===== src/rtl/gpio_exti_lbus.sv =====
// GPIO external-interrupt block: per-pin sync, debounce, edge detect,
// W1C pending bits and a registered IRQ, on the local-bus slave port.
package gpio_exti_lbus_pkg;

  typedef struct packed {
    logic        wr;
    logic        rd;
    logic [7:0]  addr;
    logic [31:0] wdata;
  } lb_slave_t;

  function automatic logic MatchWLB(lb_slave_t lb, logic [7:0] a);
    return lb.wr && (lb.addr == a);
  endfunction

  function automatic logic MatchRLB(lb_slave_t lb, logic [7:0] a);
    return lb.rd && (lb.addr == a);
  endfunction

endpackage

module gpio_exti_lbus
  import gpio_exti_lbus_pkg::*;
#(
  parameter int          NUM       = 10,
  parameter logic [7:0]  BASE_ADDR = 8'd20,
  parameter int          DIV_W     = 16
) (
  input  logic            lb_clk,
  input  logic            rst,
  input  lb_slave_t       xt_lb,
  output logic [31:0]     rdata,
  input  logic [NUM-1:0]  gpio_in,
  output logic            irq
);

  localparam logic [7:0] A_RISE = BASE_ADDR;
  localparam logic [7:0] A_FALL = BASE_ADDR + 8'd4;
  localparam logic [7:0] A_PEND = BASE_ADDR + 8'd8;
  localparam logic [7:0] A_CFG  = BASE_ADDR + 8'd12;
  localparam logic [7:0] A_LVL  = BASE_ADDR + 8'd16;

  logic [NUM-1:0]   r_rise_en;
  logic [NUM-1:0]   r_fall_en;
  logic [NUM-1:0]   r_pend;
  logic [DIV_W-1:0] r_div;
  logic [3:0]       r_thr;
  logic [NUM-1:0]   r_s1;
  logic [NUM-1:0]   r_s2;
  logic [NUM-1:0]   r_lvl;
  logic [3:0]       r_cnt [NUM];
  logic [DIV_W-1:0] r_pcnt;
  logic             r_irq;

  logic             w_cfg_wr;
  logic             w_tick;
  logic [NUM-1:0]   w_lvl_nxt;
  logic [3:0]       w_cnt_nxt [NUM];
  logic [NUM-1:0]   w_set;
  logic [NUM-1:0]   w_w1c;
  logic             w_unused;

  assign w_unused = ^xt_lb.wdata;
  assign w_cfg_wr = MatchWLB(xt_lb, A_CFG);
  // A config write restarts the prescaler, so that cycle is never a tick.
  assign w_tick   = (r_pcnt == r_div) && !w_cfg_wr;
  assign w_w1c    = MatchWLB(xt_lb, A_PEND) ? xt_lb.wdata[NUM-1:0] : '0;
  assign w_set    = (w_lvl_nxt & ~r_lvl & r_rise_en)
                  | (~w_lvl_nxt & r_lvl & r_fall_en);
  assign irq      = r_irq;

  // Combinational register read mux; unmatched reads return 0.
  always_comb begin
    rdata = '0;
    unique case (1'b1)
      MatchRLB(xt_lb, A_RISE): rdata = 32'(r_rise_en);
      MatchRLB(xt_lb, A_FALL): rdata = 32'(r_fall_en);
      MatchRLB(xt_lb, A_PEND): rdata = 32'(r_pend);
      MatchRLB(xt_lb, A_CFG):  rdata = {12'd0, r_thr, 16'(r_div)};
      MatchRLB(xt_lb, A_LVL):  rdata = 32'(r_lvl);
      default:                 rdata = '0;
    endcase
  end

  // Debounce filter next state per pin; THR=0 bypasses the counter.
  always_comb begin
    w_lvl_nxt = r_lvl;
    for (int i = 0; i < NUM; i++) begin
      w_cnt_nxt[i] = r_cnt[i];
      if (r_thr == 4'd0) begin
        w_lvl_nxt[i] = r_s2[i];
        w_cnt_nxt[i] = '0;
      end else if (r_s2[i] == r_lvl[i]) begin
        w_cnt_nxt[i] = '0;
      end else if (w_tick) begin
        if (r_cnt[i] + 4'd1 == r_thr) begin
          w_lvl_nxt[i] = r_s2[i];
          w_cnt_nxt[i] = '0;
        end else begin
          w_cnt_nxt[i] = r_cnt[i] + 4'd1;
        end
      end
      if (w_cfg_wr) w_cnt_nxt[i] = '0;
    end
  end

  // Bus registers and W1C pending; a new edge beats a same-cycle clear.
  always_ff @(posedge lb_clk) begin
    if (rst) begin
      r_rise_en <= '0;
      r_fall_en <= '0;
      r_pend    <= '0;
      r_div     <= '0;
      r_thr     <= '0;
      r_irq     <= 1'b0;
    end else begin
      if (MatchWLB(xt_lb, A_RISE)) r_rise_en <= xt_lb.wdata[NUM-1:0];
      if (MatchWLB(xt_lb, A_FALL)) r_fall_en <= xt_lb.wdata[NUM-1:0];
      if (w_cfg_wr) begin
        r_div <= xt_lb.wdata[DIV_W-1:0];
        r_thr <= xt_lb.wdata[19:16];
      end
      r_pend <= (r_pend & ~w_w1c) | w_set;
      r_irq  <= |r_pend;
    end
  end

  // Two-flop synchroniser, prescaler and filter state.
  always_ff @(posedge lb_clk) begin
    if (rst) begin
      r_s1   <= '0;
      r_s2   <= '0;
      r_lvl  <= '0;
      r_pcnt <= '0;
      for (int i = 0; i < NUM; i++) r_cnt[i] <= '0;
    end else begin
      r_s1  <= gpio_in;
      r_s2  <= r_s1;
      r_lvl <= w_lvl_nxt;
      if (w_cfg_wr || (r_pcnt == r_div)) r_pcnt <= '0;
      else r_pcnt <= r_pcnt + 1'b1;
      for (int i = 0; i < NUM; i++) r_cnt[i] <= w_cnt_nxt[i];
    end
  end

endmodule


===== config.mk =====
export PLATFORM = sky130hd
export DESIGN_NAME = gpio_exti_lbus
export DESIGN_NICKNAME = d
export VERILOG_FILES = /design/src/rtl/gpio_exti_lbus.sv
export SDC_FILE = /design/constraint.sdc
export NUM_CORES = 1
export LEC_CHECK = 0
export ABC_AREA = 1
export CORE_MARGIN = 1.5
export CORE_UTILIZATION = 56
export DETAILED_ROUTE_END_ITERATION = 12
export PLACE_DENSITY_LB_ADDON = 0.2
export SLEW_MARGIN = 20
export SYNTH_ARGS = -nofsm -noshare
export SYNTH_HDL_FRONTEND = slang
export SYNTH_SLANG_ARGS = --single-unit

===== constraint.sdc =====
create_clock -name lb_clk -period 2 [get_ports lb_clk]
set_input_delay 0.4 -clock lb_clk [delete_from_list [all_inputs] [get_ports lb_clk]]
set_output_delay 0.4 -clock lb_clk [all_outputs]
set_load 0.02 [all_outputs]

==> results of run 1 <==
## state kept, by name, indices dropped and copies added (netlist names)
name and cells:
r_cnt 40, r_div 16, r_pcnt 16, r_fall_en 10
r_lvl 10, r_pend 10, r_rise_en 10, r_s1 10
r_s2 10, r_thr 4, irq 1
## cell families (layout without fill, tap and decap cells)
| kind of cell | after synthesis | in the layout | synth area share |
|---|---|---|---|
| AO/OA/AOI/OAI | 170 | 170 | 0.128 |
| XOR/XNOR | 37 | 37 | 0.0453 |
| adder cells (fa/ha/maj) | 11 | 11 | 0.0192 |
| buffers and inverters | 176 | 292 | 0.109 |
| flip-flops | 137 | 137 | 0.383 |
| other | 1 | 12 | 0.000524 |
| AND/OR/NAND/NOR | 552 | 552 | 0.316 |
## power by group through the flow
stage	Sequential (mW)	Clock, mW	Combinational [mW]
floorplan	2.83	0	0.220
global placement	2.83	0	0.359
detailed placement	2.83	0	0.364
CTS	2.77	3.28	0.382
global route	2.77	3.42	0.434
finish	2.77	3.26	0.398
## critical path, stage by stage
cell and delay, ns:
buf_2 0.12, nor2_4 0.11, inv_4 0.06, nor3_4 0.21, nand2_2 0.10, nor2_4 0.16, buf_6 0.16, nand2_2 0.06
o2111ai_2 0.10, buf_4 0.18
## synth_stat cells
cell type    n
nand2_1    319
dfxtp_1    137
nor2_1     137
inv_1      124
a21oi_1    103
nand3_1     54
o21ai_0     40
xnor2_1     22
buf_4       15
clkbuf_1    15
nor3_1      15
xor2_1      15
ha_1        11
nand4_1     11
o2111ai_1   10
o22ai_1     10
buf_2        7
buf_6        7
a211oi_1     4
inv_2        4
clkinv_1     3
nor2_2       3
nor3b_1      3
nor4_1       3
a31oi_1      1
and3_1       1
buf_1        1
conb_1       1
nand2_4      1
nand3_2      1
nand3b_1     1
nor3_2       1
nor3_4       1
nor4_2       1
o21ai_1      1
o21bai_1     1
## cell type report
cell class / instances / share of cell area
multi-input cells: 782 / 0.429
flip-flops and latches: 137 / 0.299
repair buffers: 129 / 0.128
inverters: 131 / 0.0540
clock buffers: 17 / 0.0464
well taps: 172 / 0.0234
clock inverters: 15 / 0.0198
## metrics by stage
| stage | util | TNS, ns | hold slack (ns) |
|---|---|---|---|
| 5_1_grt | 0.730 | -1.05 | 0.422 |
| 4_1_cts | 0.722 | -1.08 | 0.403 |
| 6_report | 0.730 | -0.284 | 0.403 |
| 3_5_place_dp | 0.655 | -35.06 | 0.395 |
| 2_1_floorplan | - | 0 | 0.388 |
| 3_3_place_gp | 0.655 | -32.10 | 0.391 |
## routing by layer
| layer | up-vias | part of all wire | wire, um |
|---|---|---|---|
| li1 | 3661 | - | - |
| met4 | 0 | 0.040 | 794 |
| met1 | 3325 | 0.42 | 8440 |
| met5 | - | 0 | 0 |
| met3 | 63 | 0.056 | 1120 |
| met2 | 306 | 0.48 | 9530 |
## timing repair
action,in CTS,in global routing
hold buffers,0,0
pin swaps,15,15
resized for setup,191,37
gates cloned,2,1
setup buffers,5,1
endpoints found under the setup margin,20,22
## path summary, 6_finish.rpt
kind / startpoint / cells past startpoint / endpoint
max: xt_lb[32] / 10 / rdata[6]
max reg2reg: r_div[2] / 10 / r_cnt[5][1]
min: r_s1[5] / 2 / r_s2[5]
min reg2reg: r_s1[5] / 2 / r_s2[5]
==> flow_metrics.py, run 1 <==
metrics = {
    "synthesis": {
        "syn_inst": 1084,
        "yosys_warnings": 0,
        "synthesis.area_sq_um": 7160,
        "synth_seq_cells": 137,
        "ys_types": 36,
        "synth_top_area_cell": "dfxtp_1",
        "syn_avg_cell_area_sq_um": 6.61,
        "synth_top_cell_area_share": 0.383,
        "synthTopCellsByArea": "dfxtp_1 (38%), nand2_1 (17%), a21oi_1 (7.2%), nor2_1 (7.2%), inv_1 (6.5%)",
        "synth-seq-area-share": 0.383,
    },
    "detailed_routing": {
        "drt_iter0_drc": 621,
        "vias": 7355,
        "via_per_inst": 5.32,
        "drt-pass1-iter-count": 5,
        "drtAntennaViolNets": 0,
        "route.detailed.drc": 0,
        "wl_um": 19900,
        "routedWlPerCell_um": 14.4,
    },
    "power": {
        "peakVddDrop_v": 0.000612,
        "p_leak_nw": 3.85,
        "sw_frac_of_total": 0.251,
        "pwr-share-comb": 0.062,
        "power_per_cell_area_nw_per_um2": 700,
        "p_seq_frac": 0.431,
        "clockPowerShare": 0.507,
        "total_power_mw": 6.43,
        "p_switching_mw": 1.61,
        "internal-power_mw": 4.81,
    },
    "finish": {
        "diodes": 0,
        "final_cells": 1383,
        "multi_input_area_sq_um": 3940,
        "regArea_sq_um": 2740,
        "fin_area_sq_um": 9180,
        "layout_commonest_cell": "nand2_1",
        "syn_to_final_growth_pct": 28.2,
        "drive_gt1_frac": 0.161,
        "fin_nets": 1263,
        "num-fill-cells": 1006,
        "final_cell_mix": "nand2_1 (301), dfxtp_1 (137), nor2_1 (124), inv_1 (120), a21oi_1 (96)",
    },
    "hold_path": {
        "hold_path.class": "reg -> reg",
    },
    "clocking": {
        "htreeDepth": 4,
        "cts_num_sinks": 137,
        "cts_buffers": 17,
        "cts.path.max_buffers": 2,
        "cts_root_buffer": "clkbuf_16",
        "clock_latency_ns": 0.43,
        "cts_tree": "done",
        "clk_pin_slew_worst_paths_ns": 0.06,
    },
    "global_routing": {
        "gr-usage-all-layers": 0.302,
        "gr-max-usage-layer": "met2",
        "use_met2": 0.503,
        "grt_util_met3": 0.0581,
        "grt_max_degree": 45,
        "antenna_found_initial": 0,
        "grt_first_pass_wirelength_um": 31600,
        "grt_use_met1": 0.375,
        "first_global_vias": 6705,
        "grt_overflow_total": 0,
    },
    "timing": {
        "fin_worst_skew_ns": 0.00806,
        "fmax_mhz": 485,
        "finalHoldViolCount": 0,
        "fin_crit_sh": 1.03,
        "setup_ws_ns": -0.0602,
        "drv_slew": 0,
        "rsz0062_at_grt": "true",
        "fin_crit_ns": 2.06,
        "finalSetupViolCount": 10,
    },
    "floorplan": {
        "dieArea_sq_um": 13500,
        "rows": 41,
        "initial_core_util": 0.570,
        "io_pins": 87,
        "core_sq_um": 12600,
        "die_h_um": 116,
        "die_x_um": 116,
    },
    "worst_setup_path": {
        "cp-start-kind": "input pin",
        "cp-end-kind": "output port",
        "ff2ff_setup_slack_ns": 0.11,
        "crit_type": "in -> out",
        "crit_fanout": 5,
        "crit_arrival_ns": 1.66,
        "cp_data_required_time_ns": 1.60,
    },
    "placement": {
        "globalplace.congestion": 0.909,
        "port_buffers": 62,
        "dp.cells": 1342,
        "dp_hpwl_um": 13200,
        "post-place-ws_ns": -0.973,
        "dpl_cell_area_sq_um": 8240,
    },
    "flow_run": {
        "max_cap_violations": 0,
    },
    "run_status": {
        "violations": "negative setup slack",
        "status": "complete, but fails checks",
    },
}
Note: power is estimated with default switching activity, not from simulation.
==> run 2, diff against run 1 <==
Settings changed: CAP_MARGIN set to 40, CORE_UTILIZATION 56 to 51.
Clock period 2 ns to 1.8 ns, I/O delays scaled along.
==> run 2 against run 1 <==
  * The run still ends with negative setup slack left
  * Clock power up 8.0%
  * Critical path depth unchanged
  * Die area rose by 9.5%
  * Combinational power grew 22%
  * Largest power group unchanged
==> flow_metrics.py, run 2 (synthesis gave the netlist of run 1 again) <==
metrics = {
    "clocking": {
        "cts_tree": "done",
        "clock_latency_ns": 0.43,
        "htreeDepth": 4,
        "cts_root_buffer": "clkbuf_16",
        "cts.path.max_buffers": 2,
        "cts_buffers": 17,
        "cts_num_sinks": 137,
        "clk_pin_slew_worst_paths_ns": 0.07,
    },
    "placement": {
        "dpl_cell_area_sq_um": 8370,
        "dp.cells": 1362,
        "globalplace.congestion": 0.954,
        "port_buffers": 62,
        "dp_hpwl_um": 13400,
        "post-place-ws_ns": -1.08,
    },
    "power": {
        "power_per_cell_area_nw_per_um2": 719,
        "internal-power_mw": 5.14,
        "total_power_mw": 7.08,
        "p_leak_nw": 4.23,
        "peakVddDrop_v": 0.000700,
        "p_switching_mw": 1.94,
        "clockPowerShare": 0.497,
        "pwr-share-comb": 0.069,
        "sw_frac_of_total": 0.274,
        "p_seq_frac": 0.435,
    },
    "floorplan": {
        "initial_core_util": 0.520,
        "core_sq_um": 13800,
        "dieArea_sq_um": 14800,
        "die_x_um": 121,
        "die_h_um": 121,
        "io_pins": 87,
        "rows": 43,
    },
    "timing": {
        "fmax_mhz": 484,
        "fin_setup_tns_ns": -4.19,
        "finalSetupViolCount": 20,
        "fin_worst_skew_ns": 0.0105,
        "drv_slew": 0,
        "rsz0062_at_grt": "true",
        "setup_ws_ns": -0.268,
        "finalHoldViolCount": 0,
        "fin_crit_sh": 1.15,
        "fin_crit_ns": 2.07,
    },
    "finish": {
        "num-fill-cells": 1084,
        "fin_nets": 1289,
        "multi_input_area_sq_um": 4260,
        "fin_area_sq_um": 9850,
        "syn_to_final_growth_pct": 37.5,
        "largest_reg_flops": 40,
        "largestRegisters": "r_cnt: 40 flops, r_div: 16 flops, r_pcnt: 16 flops",
        "drive_gt1_frac": 0.228,
        "diodes": 0,
        "final_cells": 1417,
        "layout_commonest_cell": "nand2_1",
        "final_cell_mix": "nand2_1 (290), dfxtp_1 (126), inv_1 (118), nor2_1 (100), a21oi_1 (93)",
        "top_register": "r_cnt",
        "regArea_sq_um": 2760,
    },
    "detailed_routing": {
        "drt_iter0_drc": 485,
        "via_per_inst": 5.31,
        "routedWlPerCell_um": 15.0,
        "route.detailed.drc": 0,
        "vias": 7528,
        "drt-pass1-iter-count": 5,
        "wl_um": 21200,
        "drtAntennaViolNets": 0,
    },
    "worst_setup_path": {
        "crit_fanout": 5,
        "crit_arrival_ns": 1.71,
        "cp_data_required_time_ns": 1.44,
        "crit_type": "in -> out",
        "cp-start-kind": "input pin",
        "cp-end-kind": "output port",
    },
    "global_routing": {
        "grt_max_degree": 38,
        "grt_overflow_total": 0,
        "grt_first_pass_wirelength_um": 32900,
        "antenna_found_initial": 0,
        "gr-usage-all-layers": 0.286,
        "first_global_vias": 6900,
    },
    "flow_run": {
        "max_cap_violations": 0,
    },
    "hold_path": {
        "hold_path.class": "reg -> reg",
    },
    "run_status": {
        "violations": "negative setup slack",
        "status": "complete, but fails checks",
    },
}
-- run 2: cell types whose count changed in the layout (fill, tap and decap cells not counted), moves of 6 or more --
| cell | change |
|---|---|
| nor2_1 | -24 |
| nor2_2 | +13 |
| buf_4 | +12 |
| dfxtp_1 | -11 |
| dfxtp_2 | +11 |
| nand2_1 | -11 |
| nand2_4 | +11 |
| nor2_4 | +11 |
| o21ai_0 | -10 |
| o21ai_2 | +7 |
| buf_12 | +6 |
-- run 2: final timing paths --
path / depth (start not counted) / slack, ns / end / start
worst max-delay path: 10 / -0.27 / rdata[7] / xt_lb[36]
worst min-delay path: 2 / 0.40 / r_s2[3] / r_s1[3]
worst max register to register: 9 / 0.09 / r_cnt[4][2] / r_div[2]
worst min register to register: 2 / 0.40 / r_s2[3] / r_s1[3]
-- run 2: per-layer routing --
layer	track usage	wire (um)	vias to the layer above
li1	-	-	3727
met1	0.338	8730	3456
met2	0.482	10400	289
met3	0.0686	1340	56
met4	0.143	761	0
met5	0	0	-
-- run 2: layout make-up --
class | instances | area share
inverters | 131 | 0.0515
clock buffers | 17 | 0.0432
multi-input cells | 782 | 0.433
flip-flops and latches | 137 | 0.280
repair buffers | 155 | 0.152
clock inverters | 15 | 0.0183
well taps | 180 | 0.0229
-- run 2: repair_timing --
item | in CTS | in global routing
pin swaps | 20 | 13
cloned | 4 | 1
resized for setup | 263 | 83
buffers inserted | 19 | 5
hold buffers | 0 | 0
endpoints found under the setup margin | 25 | 96
-- run 2: power by group through the flow --
stage,clock network [mW],logic (mW),registers (mW)
after global placement,0,0.407,3.15
after CTS,3.54,0.444,3.08
after floorplan,0,0.247,3.14
final,3.52,0.486,3.08
after detailed placement,0,0.411,3.15
after global routing,3.67,0.526,3.08
-- run 2: metrics by stage --
stage	utilization	hold WS, ns
3_3_place_gp	0.608	0.389
4_1_cts	0.697	0.402
2_1_floorplan	-	0.388
3_5_place_dp	0.608	0.392
5_1_grt	0.715	0.407
6_report	0.715	0.400
-- run 2: critical path, stage by stage --
cell and delay [ns]:
clkdlybuf4s15_1 0.21, nand2_2 0.08, nor2_4 0.09, buf_6 0.11
nand2_4 0.04, nor4_4 0.26, buf_6 0.23, nand2_4 0.06
o2111ai_2 0.09, buf_4 0.17
==> run 3, diff against run 2 <==
Settings changed: CORE_UTILIZATION 51 to 50, GPL_ROUTABILITY_DRIVEN set to 0, SKIP_LAST_GASP set to 1.
==> run 3 against run 2 <==
  * The run still ends with negative setup slack left
  * Power shrank 0.46%
  * Setup slack gained 0.075 ns
  * Clock skew grew 0.0028 ns
  * Clock power is essentially flat
  * Hold slack gained 0.0027 ns
  * Register-to-register slack is essentially flat
  * Sequential cell count is the same
  * Cell count is essentially flat
  * Largest power group unchanged
  * Non-clock buffer count shrank 1
  * Critical path depth is the same
  * Critical endpoint is now rdata[8]
  * Cell area shrank 1.8%
  * Critical path type unchanged
  * First-iteration DRC count grew 45%
==> flow_metrics.py, run 3 (synthesis gave the netlist of run 1 again) <==
metrics = {
    "finish": {
        "syn_to_final_growth_pct": 35.0,
        "multi_input_area_sq_um": 4140,
        "largestRegisters": "r_cnt: 40 flops, r_div: 16 flops, r_pcnt: 16 flops",
        "final_cell_mix": "nand2_1 (295), dfxtp_1 (131), inv_1 (121), nor2_1 (102), a21oi_1 (93)",
        "regArea_sq_um": 2750,
        "num-fill-cells": 1154,
        "diodes": 0,
        "postLayoutCoreUtil": 0.694,
        "layout_commonest_cell": "nand2_1",
        "drive_gt1_frac": 0.208,
        "top_register": "r_cnt",
        "largest_reg_flops": 40,
        "fin_nets": 1288,
    },
    "worst_setup_path": {
        "path_cells": "buf_6, nor2_4, inv_2, nor3_4, nand3_2, buf_8, nor2_4, a21oi_2, o2111ai_2, buf_4",
        "crit_fanout": 5,
        "ff2ff_setup_slack_ns": 0.08,
        "crit_type": "in -> out",
        "crit_arrival_ns": 1.63,
        "critPathMostFrequentCell": "nor2_4",
        "cp-start-kind": "input pin",
        "crit_start": "xt_lb[33]",
        "r2r_cells": 10,
        "cpPeakStageDelay_ns": 0.21,
        "r2r-start": "r_pcnt[11]",
        "reg2reg_to": "r_cnt[4][1]",
        "cp-end-kind": "output port",
        "critPathSlowestCell": "nor3_4",
        "cp_data_required_time_ns": 1.44,
    },
    "detailed_routing": {
        "drt_iter0_drc": 704,
        "route.detailed.drc": 0,
        "via_per_inst": 5.23,
        "wl_um": 20200,
        "routedWlPerCell_um": 14.3,
        "drt-pass1-iter-count": 7,
        "vias": 7401,
        "drtAntennaViolNets": 0,
    },
    "floorplan": {
        "die_h_um": 123,
        "rows": 43,
        "dieArea_sq_um": 15000,
        "io_pins": 87,
        "initial_core_util": 0.514,
        "die_x_um": 123,
        "core_sq_um": 13900,
    },
    "clocking": {
        "cts.path.max_buffers": 2,
        "clk_pin_slew_worst_paths_ns": 0.07,
        "clock_latency_ns": 0.43,
        "cts_tree": "done",
        "cts_hold_buf": 0,
        "htreeDepth": 4,
        "cts_root_buffer": "clkbuf_16",
        "cts_num_sinks": 137,
        "cts_buffers": 17,
    },
    "timing": {
        "fmax_mhz": 502,
        "finalHoldViolCount": 0,
        "setup_ws_ns": -0.192,
        "timing.hold.ws_ns": 0.403,
        "fin_setup_tns_ns": -2.47,
        "fin_crit_ns": 1.99,
        "fin_crit_sh": 1.11,
        "drv_slew": 0,
        "finalSetupViolCount": 20,
        "rsz0062_at_grt": "true",
        "fin_worst_skew_ns": 0.0133,
    },
    "global_routing": {
        "first_global_vias": 6613,
        "grt_overflow_total": 0,
        "gr-usage-all-layers": 0.267,
        "antenna_found_initial": 0,
        "grt_first_pass_wirelength_um": 31300,
        "grt_max_degree": 47,
    },
    "placement": {
        "port_buffers": 62,
        "dp_hpwl_um": 13600,
        "post-place-ws_ns": -1.03,
    },
    "hold_path": {
        "hold_path.class": "reg -> reg",
        "holdPathStages": 2,
        "min_from": "r_s1[8]",
        "min_to": "r_s2[8]",
    },
    "power": {
        "p_leak_nw": 4.17,
        "total_power_mw": 7.05,
        "power_per_cell_area_nw_per_um2": 730,
        "peakVddDrop_v": 0.000724,
    },
    "run_status": {
        "violations": "negative setup slack",
        "status": "complete, but fails checks",
    },
    "flow_run": {
        "max_cap_violations": 0,
    },
}
-- run 3: how the worst max path moves through the flow --
stage                           to
after floorplan           rdata[0]
after global placement    rdata[1]
after detailed placement  rdata[1]
after CTS                 rdata[5]
after global routing      rdata[8]
final                     rdata[8]
-- run 3: stage by stage --
stage / instances / cell area (sq um)
floorplan: 1095 / 7210
global placement: 1373 / 8470
detailed placement: 1373 / 8470
CTS: 1414 / 9320
global route: 1416 / 9660
finish: 1416 / 9660
-- run 3: timing repair --
| action | CTS | global route |
|---|---|---|
| cloned | 2 | 0 |
| endpoints found under the setup margin | 25 | 86 |
| setup buffers | 7 | 2 |
| gates resized for setup | 194 | 99 |
| pin swaps | 17 | 22 |
-- run 3: power breakdown --
part	leakage, nW	switching [mW]	internal [mW]
registers	1.11	0.0180	3.06
clock network	0.286	1.50	2.00
logic	2.77	0.269	0.200
-- run 3: area by class of cell --
cell class	count	area share
Multi-Input combinational cell	782	0.429
Sequential cell	137	0.285
Timing Repair Buffer	154	0.150
Inverter	131	0.0523
Clock buffer	18	0.0454
Tap cell	180	0.0233
Clock inverter	14	0.0157
-- run 3: critical path: cells and delay by family --
kind	cells	cell delay, ns
simple gates	4	0.61
compound gates	2	0.13
buf+inv	4	0.52
-- run 3: metal layers --
layer,up-vias,routed length (um),GRT usage
li1,3711,-,-
met1,3368,8660,0.340
met2,267,9700,0.438
met3,55,1290,0.0604
met4,0,590,0.105
met5,-,0,0
